## src/rtl/tc_timer_pkg.sv

```systemverilog
// Shared definitions for the tc_timer countdown timer: FSM states,
// register offsets, mode codes and the CTRL field layout.
package tc_timer_pkg;

  typedef enum logic [1:0] {
    TC_IDLE = 2'd0,
    TC_LOAD = 2'd1,
    TC_CNT  = 2'd2,
    TC_INT  = 2'd3
  } tc_state_e;

  localparam logic [1:0] TC_CTRL   = 2'd0;
  localparam logic [1:0] TC_PRESET = 2'd1;
  localparam logic [1:0] TC_COUNT  = 2'd2;

  localparam logic [1:0] TC_MODE_ONCE   = 2'b00;
  localparam logic [1:0] TC_MODE_PERIOD = 2'b01;

  // Bit 3 = IM, bits 2:1 = Mode, bit 0 = En.
  typedef struct packed {
    logic       im;
    logic [1:0] mode;
    logic       en;
  } tc_ctrl_t;

  // Mode codes 10 and 11 fall back to one-shot behaviour.
  function automatic logic is_periodic(input tc_ctrl_t c);
    return c.mode == TC_MODE_PERIOD;
  endfunction

endpackage

```

## src/rtl/tc_timer.sv

```systemverilog
// Memory-mapped countdown timer: CTRL/PRESET/COUNT register window,
// one-shot or auto-reload periodic countdown, masked interrupt request.
module tc_timer
  import tc_timer_pkg::*;
(
  input  logic        Clk,
  input  logic        Rst,
  input  logic [1:0]  Addr,
  input  logic        We,
  input  logic [31:0] Din,
  output logic [31:0] Dout,
  output logic        IRQ
);

  tc_state_e   state_q, state_d;
  tc_ctrl_t    ctrl_q, ctrl_d;
  logic [31:0] preset_q;
  logic [31:0] count_q, count_d;
  logic        irq_flag_q, irq_flag_d;

  always_ff @(posedge Clk or posedge Rst) begin
    if (Rst) begin
      state_q    <= TC_IDLE;
      ctrl_q     <= '0;
      preset_q   <= '0;
      count_q    <= '0;
      irq_flag_q <= 1'b0;
    end else begin
      state_q    <= state_d;
      ctrl_q     <= ctrl_d;
      count_q    <= count_d;
      irq_flag_q <= irq_flag_d;
      if (We && Addr == TC_PRESET)
        preset_q <= Din;
    end
  end

  // FSM decisions read only the pre-edge registers; a CTRL bus write is
  // applied last so it overrides any FSM update of CTRL or irq_flag.
  always_comb begin
    state_d    = state_q;
    ctrl_d     = ctrl_q;
    count_d    = count_q;
    irq_flag_d = irq_flag_q;

    case (state_q)
      TC_IDLE: begin
        if (ctrl_q.en)
          state_d = TC_LOAD;
      end
      TC_LOAD: begin
        count_d = preset_q;
        state_d = TC_CNT;
      end
      TC_CNT: begin
        if (!ctrl_q.en) begin
          state_d = TC_IDLE;
        end else if (count_q == '0) begin
          state_d    = TC_INT;
          irq_flag_d = 1'b1;
        end else begin
          count_d = count_q - 32'd1;
        end
      end
      TC_INT: begin
        if (is_periodic(ctrl_q)) begin
          irq_flag_d = 1'b0;
          state_d    = TC_LOAD;
        end else begin
          ctrl_d.en = 1'b0;
          state_d   = TC_IDLE;
        end
      end
      default: state_d = TC_IDLE;
    endcase

    if (We && Addr == TC_CTRL) begin
      ctrl_d     = tc_ctrl_t'(Din[3:0]);
      irq_flag_d = 1'b0;
    end
  end

  always_comb begin
    case (Addr)
      TC_CTRL:   Dout = {28'd0, ctrl_q};
      TC_PRESET: Dout = preset_q;
      TC_COUNT:  Dout = count_q;
      default:   Dout = '0;
    endcase
  end

  assign IRQ = ctrl_q.im & irq_flag_q;

endmodule

```

## config.mk

```make
export PLATFORM = sky130hd
export DESIGN_NAME = tc_timer
export DESIGN_NICKNAME = d
export VERILOG_FILES = /design/src/rtl/tc_timer_pkg.sv /design/src/rtl/tc_timer.sv
export SDC_FILE = /design/constraint.sdc
export NUM_CORES = 1
export LEC_CHECK = 0
export CORE_UTILIZATION = 46
export CTS_BUF_LIST = sky130_fd_sc_hd__clkbuf_8
export CTS_CLUSTER_SIZE = 8
export DETAILED_ROUTE_END_ITERATION = 8
export HOLD_SLACK_MARGIN = 0.05
export PLACE_DENSITY = 0.77
export SLEW_MARGIN = 20
export SYNTH_ARGS = -nofsm -noshare
export SYNTH_HDL_FRONTEND = slang
export SYNTH_SLANG_ARGS = --single-unit
export TNS_END_PERCENT = 10
```

## constraint.sdc

```tcl
create_clock -name Clk -period 2.8 [get_ports Clk]
set_clock_uncertainty 0.05 [all_clocks]
set_input_delay 0.28 -clock Clk [delete_from_list [all_inputs] [get_ports Clk]]
set_output_delay 0.28 -clock Clk [all_outputs]
set_load 0.01 [all_outputs]
```

==> run summary, run 1 <==
STATUS
------------------------------------------------------------------------------------
Outcome ............................................................... finished, final reports clean

GLOBAL ROUTE
------------------------------------------------------------------------------------
Layer with the highest usage after global routing .....................         met2
Number of antenna violations at the first check in global routing .....            0
Combined global-route utilization of all metal layers .................        0.239
Met3 Usage GRT ........................................................       0.0591
GR Layer Usage met2 ...................................................        0.408
Maximum number of pins on one net before global-route repair ..........           48
Wire length of the first global-routing pass ..........................     16600 um
Via count of the first global-routing pass ............................         3484
GRT Residual Overflow .................................................            0
Global routing met1 resource utilization ..............................        0.301

PLACEMENT
------------------------------------------------------------------------------------
Post-DP HPWL ..........................................................      6780 um
IO Port Bufs ..........................................................           69
Worst-case setup slack after placement ................................     0.141 ns
Placer congestion estimate ............................................        0.879

POWER
------------------------------------------------------------------------------------
Sequential share of power .............................................        0.395
PD cells ..............................................................  882 nW/um^2
Clk pwr share .........................................................        0.193
Leakage ...............................................................      2.00 nW
Combinational group share of total power ..............................        0.411
Switching part of the total ...........................................        0.384
Net Switching .........................................................    0.00171 W
Maximum vdd ir drop ...................................................     0.404 mV
Cell internal power dissipation .......................................    0.00275 W
Overall power consumption .............................................    0.00446 W

CTS
------------------------------------------------------------------------------------
Reg clk slew, reported paths ..........................................      0.07 ns
Total of hold buffers inserted after clock tree synthesis .............            0
Clock latency on the worst-skew pair ..................................      0.36 ns
Clock Tree Root .......................................................     clkbuf_8
Maximum count of clock buffers along a single path ....................            2
Total number of clock tree sinks ......................................           71
Number of gates given a new drive strength after cts ..................            0
Number of setup buffers added after CTS ...............................            0
TritonCTS clock tree ..................................................         done
CTS Buf Count .........................................................            9
H-Tree Level Count ....................................................            3

TIMING
------------------------------------------------------------------------------------
Final count of pins violating max slew ................................            0
Final Hold Viols ......................................................            0
Top achievable clock speed ............................................    0.376 GHz
Slew @ Worst Pin ......................................................     0.693 ns
Setup violations, final ...............................................            0
Setup repair after global routing missed its margin ...................           no
Worst setup slack after layout ........................................     0.141 ns
Post-route fraction of the period consumed by the critical path .......        0.950
Final TNS setup .......................................................         0 ns
Max_slew headroom .....................................................        0.537
Crit path time final ..................................................      2.66 ns

ROUTING
------------------------------------------------------------------------------------
Avg WL per Cell .......................................................      16.5 um
Number of design rule violations left after detail routing ............            0
Drt first-iter violations .............................................          263
Via-to-Cell Ratio .....................................................         5.99
Via count .............................................................         3547
Antenna Violating Nets Remaining ......................................            0
First-pass iteration count of the detailed router .....................            5
Routed WL .............................................................      9790 um

CELLS AND AREA
------------------------------------------------------------------------------------
Layout Nets ...........................................................          520
Filler cell count in the final layout .................................          689
Share of final-layout standard cells stronger than drive strength 1 ...        0.189
Synth-to-layout area growth ...........................................        29.4%
Antenna cell count ....................................................            0

SYNTH
------------------------------------------------------------------------------------
Dominant register cell in the synthesized netlist .....................      dfrtp_1
Total nets after synthesis ............................................          445
Synth Cell Area .......................................................    3910 um^2
Mean cell area of the mapped netlist ..................................    9.61 um^2
Proportion of synthesized flip-flops having asynchronous set or reset .         1.00
Warning count from the yosys run ......................................            0
Number of flops mapped to enable cells by yosys .......................            0
Flip-flop and latch count after synthesis .............................           71
Synthesized instance count ............................................          407
Count of cell types in the netlist ....................................           46
Share of the yosys chip area belonging to registers ...................        0.454

MIN PATH
------------------------------------------------------------------------------------
Worst min-delay path category ......................................... primary input to async pin

WORST SETUP PATH
------------------------------------------------------------------------------------
Worst stage delay on the critical path ................................      0.61 ns
Launching element type of the critical path ...........................         flop
Endpoint arrival time on the critical path ............................      2.86 ns
Biggest fanout along the worst timing path ............................            8
Crit path buf inv count ...............................................            0
Top cell by count, worst path .........................................        or4_4
Critical path class ................................................... flop to flop
Critical path data required time ......................................      3.00 ns
Kind of end point of the critical path ................................         flop
Slowest CP cell .......................................................        or4_4
Ordered cell list for the critical path ............................... or3_4, or4_4, or4_4, or4_4, o21ai_2, a21oi_2
Kind of cell with the highest combined delay on the critical path ..... simple AND/OR/NAND/NOR gates

DIE
------------------------------------------------------------------------------------
Initial core utilization ..............................................        0.476
Io pins ...............................................................           70
Core area .............................................................    8220 um^2
Overall die width .....................................................      94.2 um
DIE AREA ..............................................................    8880 um^2
Placement Rows ........................................................           33
Height of the die .....................................................      94.2 um

RUN
------------------------------------------------------------------------------------
Number of maximum-capacitance constraint violations ...................            0

-- cells in the final DEF, fill, tap and decap left out, types with 7 or more instances in the layout --
master and instances:
a21oi_1 40, a22o_1 30, buf_4 26, clkbuf_8 12, clkdlybuf4s50_1 69, dfrtp_1 71
mux2_2 35, nand2_1 30, nand2b_1 7, nand3_1 8, nor2_1 24, nor3_1 10
nor4_1 9, o21ai_0 37, or3_1 9
-- power groups by stage --
stage / logic [W] / registers [W] / clock network [W]
floorplan: 0.00125 / 0.00165 / 0
global placement: 0.00177 / 0.00176 / 0
detailed placement: 0.00182 / 0.00177 / 0
CTS: 0.00184 / 0.00176 / 0.000875
global route: 0.00204 / 0.00182 / 0.000912
finish: 0.00184 / 0.00176 / 0.000863
-- path summary, 6_finish.rpt --
check	from	endpoint	slack, ns	cells after the start
setup / recovery	count_q[10]	count_q[29]	0.14	6
hold / removal	Rst	preset_q[28]	0.30	2
setup reg to reg	count_q[10]	count_q[29]	0.14	6
hold reg to reg	count_q[30]	count_q[30]	0.46	1
max in group asynchronous	Rst	preset_q[12]	1.77	3
min in group Clk	count_q[30]	count_q[30]	0.46	1
-- per-layer routing --
metal	vias to the layer above	wire length, um
li1	1679	-
met1	1762	4260
met2	94	4950
met3	12	477
met4	0	105
met5	-	0
-- synthesized netlist by cell type, types with 8 or more instances --
cell / number / share of area
a21oi_1: 40 / 0.051
a22o_1: 30 / 0.067
clkbuf_1: 23 / 0.022
dfrtp_1: 71 / 0.45
mux2_2: 35 / 0.10
nand2_1: 30 / 0.029
nand3_1: 8 / 0.010
nor2_1: 24 / 0.023
nor3_1: 10 / 0.013
nor4_1: 9 / 0.014
o21ai_0: 37 / 0.047
or3_1: 9 / 0.014
-- sequential cells by signal, summed over array words and instances, names as in the netlist --
name        cells
preset_q       32
irq_flag_q      1
ctrl_q          4
count_q        32
state_q         2
-- cells by family (layout without fill, tap and decap cells) --
group,after synthesis,count (layout),share of synthesized area
DFF,71,71,0.454
adders and majority gates,1,1,0.00320
AOI/OAI and AO/OA,144,144,0.240
buffers and inverters,38,118,0.0409
muxes,39,39,0.111
and+or+nand+nor,114,114,0.150
-- worst reg2reg max path, stage by stage, from the launching register on --
cell and delay (ns):
dfrtp_1 0.38, or3_4 0.40, or4_4 0.47, or4_4 0.61, or4_4 0.50, o21ai_2 0.08
a21oi_2 0.06
-- through the flow --
stage / cell area [um^2] / hold slack [ns] / util / cells
floorplan: 3910 / 0.347 / - / 407
global placement: 4850 / 0.443 / 0.591 / 576
detailed placement: 4850 / 0.461 / 0.591 / 576
CTS: 5060 / 0.325 / 0.616 / 592
global route: 5060 / 0.375 / 0.616 / 592
finish: 5060 / 0.301 / 0.616 / 592
-- area by class of cell --
type                    count  area [um^2]  share of cell area
multi-input cells         298         1980               0.392
flip-flops and latches     71         1780               0.351
repair buffers             98          946               0.187
clock buffers              12          165              0.0326
well taps                 105          131              0.0260
clock inverters             4         43.8             0.00865
inverters                   4         15.0             0.00297
Power figures use the tool's default switching activity.
==> run 2: changes to the inputs <==
Settings changed: ABC_AREA set to 1, CORE_UTILIZATION 46 to 50, GPL_ROUTABILITY_DRIVEN set to 1, PLACE_DENSITY 0.77 to 0.81.
==> run 2 against run 1 <==
Critical path type is now primary input to primary output; first-iteration DRC count decreased by 12%; global-route usage increased by 4.7 points; core utilization increased by 2.7 points; synthesized cell count increased by 57%; clock power decreased by 3.6%.
==> run summary, run 2 <==
CTS
------------------------------------------------------------------------------------
Clock Tree Root .......................................................     clkbuf_8   unchanged
Reg clk slew, reported paths ..........................................      0.08 ns   was 0.07 ns
Number of setup buffers added after CTS ...............................            0   unchanged
Clock latency on the worst-skew pair ..................................      0.37 ns   was 0.36 ns
Total of hold buffers inserted after clock tree synthesis .............            0   unchanged
CTS Buf Count .........................................................            9   unchanged
Total number of clock tree sinks ......................................           71   unchanged
H-Tree Level Count ....................................................            3   unchanged
Maximum count of clock buffers along a single path ....................            2   unchanged
Number of gates given a new drive strength after cts ..................            0   unchanged
TritonCTS clock tree ..................................................         done   unchanged

TIMING
------------------------------------------------------------------------------------
Worst setup slack after layout ........................................     0.272 ns   was 0.141 ns
Setup repair after global routing missed its margin ...................           no   unchanged
Final Hold Viols ......................................................            0   unchanged
Slew @ Worst Pin ......................................................     0.868 ns   was 0.693 ns
Max_slew headroom .....................................................        0.420   was 0.537
Crit path time final ..................................................      2.53 ns   was 2.66 ns
Top achievable clock speed ............................................    0.396 GHz   was 0.376 GHz
Final TNS setup .......................................................         0 ns   unchanged
Final count of pins violating max slew ................................            0   unchanged
Setup violations, final ...............................................            0   unchanged
Post-route fraction of the period consumed by the critical path .......        0.903   was 0.950

ROUTING
------------------------------------------------------------------------------------
Number of design rule violations left after detail routing ............            0   unchanged
Avg WL per Cell .......................................................      14.8 um   was 16.5 um
Antenna Violating Nets Remaining ......................................            0   unchanged
Via count .............................................................         4496   was 3547
Via-to-Cell Ratio .....................................................         5.52   was 5.99
First-pass iteration count of the detailed router .....................            5   unchanged
Drt first-iter violations .............................................          232   was 263
Routed WL .............................................................     12100 um   was 9790 um

DIE
------------------------------------------------------------------------------------
Placement Rows ........................................................           33   unchanged
Io pins ...............................................................           70   unchanged
Overall die width .....................................................      96.0 um   was 94.2 um
DIE AREA ..............................................................    9220 um^2   was 8880 um^2
Height of the die .....................................................      96.0 um   was 94.2 um
Core area .............................................................    8380 um^2   was 8220 um^2
Initial core utilization ..............................................        0.527   was 0.476

SYNTH
------------------------------------------------------------------------------------
Synthesized instance count ............................................          641   was 407
Top area cells in the synthesized netlist ............................. dfrtp_1 (40%), nand2_1 (13%), nand3_1 (8.5%)   was dfrtp_1 (45%), mux2_2 (10%), a22o_1 (6.7%)
Dominant register cell in the synthesized netlist .....................      dfrtp_1   unchanged
Commonest cells in the synthesized netlist ............................ nand2_1 (154), nor2_1 (91), inv_1 (83), nand3_1 (75), dfrtp_1 (71)   was dfrtp_1 (71), a21oi_1 (40), o21ai_0 (37), mux2_2 (35)
Count of cell types in the netlist ....................................           31   was 46
Library cell occupying the most area in the post-synthesis netlist ....      dfrtp_1   unchanged
Warning count from the yosys run ......................................            0   unchanged
Total nets after synthesis ............................................          679   was 445
Share of the yosys chip area belonging to registers ...................        0.402   was 0.454
Flip-flop and latch count after synthesis .............................           71   unchanged
Synth Cell Area .......................................................    4420 um^2   was 3910 um^2
Mean cell area of the mapped netlist ..................................    6.90 um^2   was 9.61 um^2
Proportion of synthesized flip-flops having asynchronous set or reset .         1.00   unchanged
Fraction of synthesized cell area taken by the top area cell type .....        0.402   was 0.454
Most numerous cell in the Yosys netlist ...............................      nand2_1   was dfrtp_1
Number of flops mapped to enable cells by yosys .......................            0   unchanged

CELLS AND AREA
------------------------------------------------------------------------------------
Synth-to-layout area growth ...........................................        21.8%   was 29.4%
Most frequent cells in the layout ..................................... nand2_1 (153), nor2_1 (90), inv_1 (82)   was dfrtp_1 (71), clkdlybuf4s50_1 (69), a21oi_1 (40)
Antenna cell count ....................................................            0   unchanged
Layout Nets ...........................................................          743   was 520
Most common cell after layout, fill and taps aside ....................      nand2_1   was dfrtp_1
Filler cell count in the final layout .................................          743   was 689
Regs by FF count ...................................................... count_q x32, preset_q x32, ctrl_q x4   unchanged
Number of cells in the finished layout apart from fillers .............          814   was 592
Multi-input gate area .................................................    2180 um^2   was 1980 um^2
Area occupied by registers ............................................    1780 um^2   unchanged
Share of final-layout standard cells stronger than drive strength 1 ...       0.0790   was 0.189

POWER
------------------------------------------------------------------------------------
Net Switching .........................................................    0.00230 W   was 0.00171 W
Sequential share of power .............................................        0.352   was 0.395
Maximum vdd ir drop ...................................................     0.358 mV   was 0.404 mV
Leakage ...............................................................      2.51 nW   was 2.00 nW
Cell internal power dissipation .......................................    0.00263 W   was 0.00275 W
Switching part of the total ...........................................        0.466   was 0.384
Combinational group share of total power ..............................        0.480   was 0.411
PD cells ..............................................................  916 nW/um^2   was 882 nW/um^2
Clk pwr share .........................................................        0.169   was 0.193
Overall power consumption .............................................    0.00493 W   was 0.00446 W

WORST SETUP PATH
------------------------------------------------------------------------------------
Kind of cell with the highest combined delay on the critical path ..... buffers and inverters   was simple AND/OR/NAND/NOR gates
Biggest fanout along the worst timing path ............................           16   was 8
Critical path data required time ......................................      2.47 ns   was 3.00 ns
Endpoint arrival time on the critical path ............................      2.20 ns   was 2.86 ns
Register-to-register path setup slack .................................      0.52 ns   was 0.14 ns
Worst stage delay on the critical path ................................      0.57 ns   was 0.61 ns
Crit path buf inv count ...............................................            5   was 0
Ordered cell list for the critical path ............................... clkdlybuf4s50_1, inv_1, nor2_1, inv_1, buf_12, o22ai_1, clkdlybuf4s50_1   was or3_4, or4_4, or4_4, or4_4, o21ai_2, a21oi_2
Slowest CP cell ....................................................... clkdlybuf4s50_1   was or4_4
Kind of end point of the critical path ................................ primary output   was flop
Launching element type of the critical path ........................... primary input   was flop
Critical path class ................................................... primary input to primary output   was flop to flop

STATUS
------------------------------------------------------------------------------------
Outcome ............................................................... finished, final reports clean   unchanged

PLACEMENT
------------------------------------------------------------------------------------
DP Cell Count .........................................................          799   was 576
Placer congestion estimate ............................................        0.949   was 0.879
Post-DP HPWL ..........................................................      8730 um   was 6780 um
Worst-case setup slack after placement ................................     0.281 ns   was 0.141 ns
IO Port Bufs ..........................................................           69   unchanged

GLOBAL ROUTE
------------------------------------------------------------------------------------
Number of antenna violations at the first check in global routing .....            0   unchanged
Via count of the first global-routing pass ............................         4271   was 3484
GRT Residual Overflow .................................................            0   unchanged
Maximum number of pins on one net before global-route repair ..........           48   unchanged
Combined global-route utilization of all metal layers .................        0.286   was 0.239
Wire length of the first global-routing pass ..........................     19900 um   was 16600 um

RUN
------------------------------------------------------------------------------------
Number of maximum-capacitance constraint violations ...................            0   unchanged

MIN PATH
------------------------------------------------------------------------------------
Worst min-delay path category ......................................... primary input to async pin   unchanged

[run 2: cell type report]
cell class	count	share of cell area
Clock inverter	6	0.0130
Inverter	84	0.0586
Timing Repair Buffer	79	0.147
Multi-Input combinational cell	460	0.404
Tap cell	105	0.0244
Sequential cell	71	0.330
Clock buffer	9	0.0230
[run 2: cells by family after synthesis]
family	after synthesis	synth area share
compound gates	114	0.153
xor+xnor	1	0.00198
fa+ha+maj	1	0.00283
buf+inv	110	0.107
flops	71	0.402
simple gates	344	0.333
[run 2: power groups by stage]
stage | clock network (W) | logic [W] | registers [W]
3_3_place_gp | 0 | 0.00227 | 0.00172
4_1_cts | 0.000836 | 0.00236 | 0.00172
5_1_grt | 0.000881 | 0.00265 | 0.00178
6_report | 0.000832 | 0.00237 | 0.00173
2_1_floorplan | 0 | 0.00179 | 0.00163
3_5_place_dp | 0 | 0.00235 | 0.00174
[run 2: path summary, 6_finish.rpt]
check / from / cells past startpoint / to
min in group Clk: Din[3] / 3 / ctrl_q[3]
max in group asynchronous: Rst / 3 / count_q[28]
worst min-delay path: Rst / 2 / preset_q[24]
worst min register to register: preset_q[0] / 2 / preset_q[0]
worst max-delay path: Addr[0] / 7 / Dout[10]
worst max register to register: count_q[0] / 9 / count_q[27]
[run 2: routing by layer]
metal,vias to the layer above,track usage,part of all wire
met5,-,0,0
met2,174,0.453,0.46
met4,0,0.131,0.033
li1,2213,-,-
met3,37,0.0719,0.059
met1,2072,0.368,0.45
[run 2: per-stage QoR]
| step | area, um^2 | hold slack (ns) | util |
|---|---|---|---|
| after floorplan | 4420 | 0.389 | - |
| after global placement | 5190 | 0.416 | 0.619 |
| after detailed placement | 5190 | 0.423 | 0.619 |
| after CTS | 5390 | 0.379 | 0.642 |
| after global routing | 5390 | 0.426 | 0.642 |
| final | 5390 | 0.362 | 0.642 |
==> run 3: changes to the inputs <==
Settings changed: PLACE_DENSITY 0.81 to 0.88.
==> run 3 against run 2 <==
Setup slack better by 0.12 ns; final cell count is the same; critical path depth stayed put; non-clock buffer count is the same; sequential power hardly changed.
==> run summary, run 3 (synthesis results as in run 2) <==
CELLS AND AREA
----------------------------------------------------------------------------------
Layout Nets .........................................................          743   unchanged
Regs by FF count .................................................... count_q x32, preset_q x32, ctrl_q x4   unchanged
Filler cell count in the final layout ...............................          757   was 743
Share of final-layout standard cells stronger than drive strength 1 .       0.0790   unchanged
Antenna cell count ..................................................            0   unchanged
Synth-to-layout area growth .........................................        21.9%   was 21.8%
Area occupied by registers ..........................................    1780 um^2   unchanged
Most frequent cells in the layout ................................... nand2_1 (153), nor2_1 (90), inv_1 (82)   unchanged
Cell area after layout ..............................................    5390 um^2   about the same
Multi-input gate area ...............................................    2180 um^2   unchanged
Most common cell after layout, fill and taps aside ..................      nand2_1   unchanged

TIMING
----------------------------------------------------------------------------------
Crit path time final ................................................      2.41 ns   was 2.53 ns
Post-route fraction of the period consumed by the critical path .....        0.860   was 0.903
Final Hold Viols ....................................................            0   unchanged
Top achievable clock speed ..........................................    0.415 GHz   was 0.396 GHz
Slew @ Worst Pin ....................................................     0.688 ns   was 0.868 ns
Final TNS setup .....................................................         0 ns   unchanged
Final count of pins violating max slew ..............................            0   unchanged
Setup repair after global routing missed its margin .................           no   unchanged
Worst setup slack after layout ......................................     0.393 ns   was 0.272 ns
Setup violations, final .............................................            0   unchanged
Max_slew headroom ...................................................        0.540   was 0.420

GLOBAL ROUTE
----------------------------------------------------------------------------------
Combined global-route utilization of all metal layers ...............        0.291   was 0.286
Via count of the first global-routing pass ..........................         4354   was 4271
Number of antenna violations at the first check in global routing ...            0   unchanged
GRT Residual Overflow ...............................................            0   unchanged
Wire length of the first global-routing pass ........................     20400 um   was 19900 um
Maximum number of pins on one net before global-route repair ........           48   unchanged

WORST SETUP PATH
----------------------------------------------------------------------------------
Ordered cell list for the critical path ............................. clkdlybuf4s50_1, inv_1, nor2_1, inv_1, buf_4, o221ai_1, clkdlybuf4s50_1   was clkdlybuf4s50_1, inv_1, nor2_1, inv_1, buf_12, o22ai_1, clkdlybuf4s50_1
Reg-to-Reg End ......................................................  count_q[14]   was count_q[27]
Crit path launch ....................................................      Addr[0]   unchanged
Slowest CP cell ..................................................... clkdlybuf4s50_1   unchanged
Cell count of the worst reg-to-reg path .............................           10   was 9
Critical path class ................................................. primary input to primary output   unchanged
Crit path buf inv count .............................................            5   unchanged
Biggest fanout along the worst timing path ..........................           30   was 16
Kind of cell with the highest combined delay on the critical path ... buffers and inverters   unchanged
Launching element type of the critical path ......................... primary input   unchanged
Worst reg2reg path startpoint .......................................   count_q[0]   unchanged
Worst stage delay on the critical path ..............................      0.58 ns   was 0.57 ns
Endpoint arrival time on the critical path ..........................      2.08 ns   was 2.20 ns
Critical path data required time ....................................      2.47 ns   about the same
Register-to-register path setup slack ...............................      0.60 ns   was 0.52 ns
Kind of end point of the critical path .............................. primary output   unchanged

CTS
----------------------------------------------------------------------------------
Number of gates given a new drive strength after cts ................            0   unchanged
Total of hold buffers inserted after clock tree synthesis ...........            0   unchanged
Reg clk slew, reported paths ........................................      0.09 ns   was 0.08 ns
Total number of clock tree sinks ....................................           71   unchanged
H-Tree Level Count ..................................................            3   unchanged
CTS Buf Count .......................................................            9   unchanged
TritonCTS clock tree ................................................         done   unchanged
Number of setup buffers added after CTS .............................            0   unchanged
Clock latency on the worst-skew pair ................................      0.36 ns   was 0.37 ns
Clock Tree Root .....................................................     clkbuf_8   unchanged
Maximum count of clock buffers along a single path ..................            2   unchanged

RUN
----------------------------------------------------------------------------------
Number of maximum-capacitance constraint violations .................            0   unchanged

DIE
----------------------------------------------------------------------------------
Overall die width ...................................................      96.0 um   unchanged
Initial core utilization ............................................        0.527   unchanged
Placement Rows ......................................................           33   unchanged
Io pins .............................................................           70   unchanged
DIE AREA ............................................................    9220 um^2   unchanged
Core area ...........................................................    8380 um^2   unchanged
Height of the die ...................................................      96.0 um   unchanged

ROUTING
----------------------------------------------------------------------------------
Number of design rule violations left after detail routing ..........            0   unchanged
Drt first-iter violations ...........................................          306   was 232
Routed WL ...........................................................     12200 um   was 12100 um
Via count ...........................................................         4505   was 4496
First-pass iteration count of the detailed router ...................            5   unchanged
Via-to-Cell Ratio ...................................................         5.53   was 5.52
Antenna Violating Nets Remaining ....................................            0   unchanged
Avg WL per Cell .....................................................      15.0 um   was 14.8 um

PLACEMENT
----------------------------------------------------------------------------------
IO Port Bufs ........................................................           69   unchanged
Placed inst area ....................................................    5190 um^2   unchanged
Placer congestion estimate ..........................................        0.936   was 0.949
Worst-case setup slack after placement ..............................     0.401 ns   was 0.281 ns
Post-DP HPWL ........................................................      8640 um   was 8730 um

MIN PATH
----------------------------------------------------------------------------------
Worst min-delay path category ....................................... primary input to async pin   unchanged

POWER
----------------------------------------------------------------------------------
Leakage .............................................................      2.51 nW   about the same
Maximum vdd ir drop .................................................     0.473 mV   was 0.358 mV
Overall power consumption ...........................................    0.00496 W   was 0.00493 W
PD cells ............................................................  921 nW/um^2   was 916 nW/um^2

STATUS
----------------------------------------------------------------------------------
Outcome ............................................................. finished, final reports clean   unchanged

run 3: cell types whose count changed in the layout (fill, tap and decap cells not counted):
cell,change
clkinv_4,+1
clkinvlp_4,-1
run 3: area by class of cell:
class	instances	area share
repair buffers	79	0.147
clock inverters	6	0.0132
well taps	105	0.0244
multi-input cells	460	0.404
clock buffers	9	0.0230
flip-flops and latches	71	0.330
inverters	84	0.0585
run 3: through the flow:
stage / util / std cells / hold WS [ns]
global placement: 0.619 / 799 / 0.415
CTS: 0.643 / 814 / 0.319
floorplan: - / 641 / 0.389
global route: 0.643 / 814 / 0.341
detailed placement: 0.619 / 799 / 0.437
finish: 0.643 / 814 / 0.288
run 3: report_power, final:
group / internal, W / leakage [nW] / total, W / switching (W)
Clock: 0.000412 / 0.0919 / 0.000843 / 0.000431
Combinational: 0.000875 / 1.59 / 0.00238 / 0.00151
Sequential: 0.00136 / 0.828 / 0.00173 / 0.000369
Total: 0.00265 / 2.51 / 0.00496 / 0.00231
run 3: worst max-delay path by stage:
stage,to,slack (ns),cells after the start
floorplan,count_q[0],0.67,1
global placement,Dout[3],0.51,7
detailed placement,Dout[0],0.40,7
CTS,Dout[0],0.39,7
global route,Dout[0],0.32,7
finish,Dout[0],0.39,7
run 3: worst reg2reg max path: cells and delay by family, from the launching register on:
| family | cells | cell delay, ns |
|---|---|---|
| simple gates | 6 | 0.80 |
| buf+inv | 2 | 0.50 |
| compound gates | 1 | 0.06 |
| fa+ha+maj | 1 | 0.28 |
| flops | 1 | 0.37 |
run 3: metal layers:
layer / track usage / share of wire / vias to the layer above
met5: 0 / 0 / -
met1: 0.374 / 0.43 / 2090
met4: 0.102 / 0.017 / 0
li1: - / - / 2216
met3: 0.0600 / 0.067 / 17
met2: 0.484 / 0.48 / 182
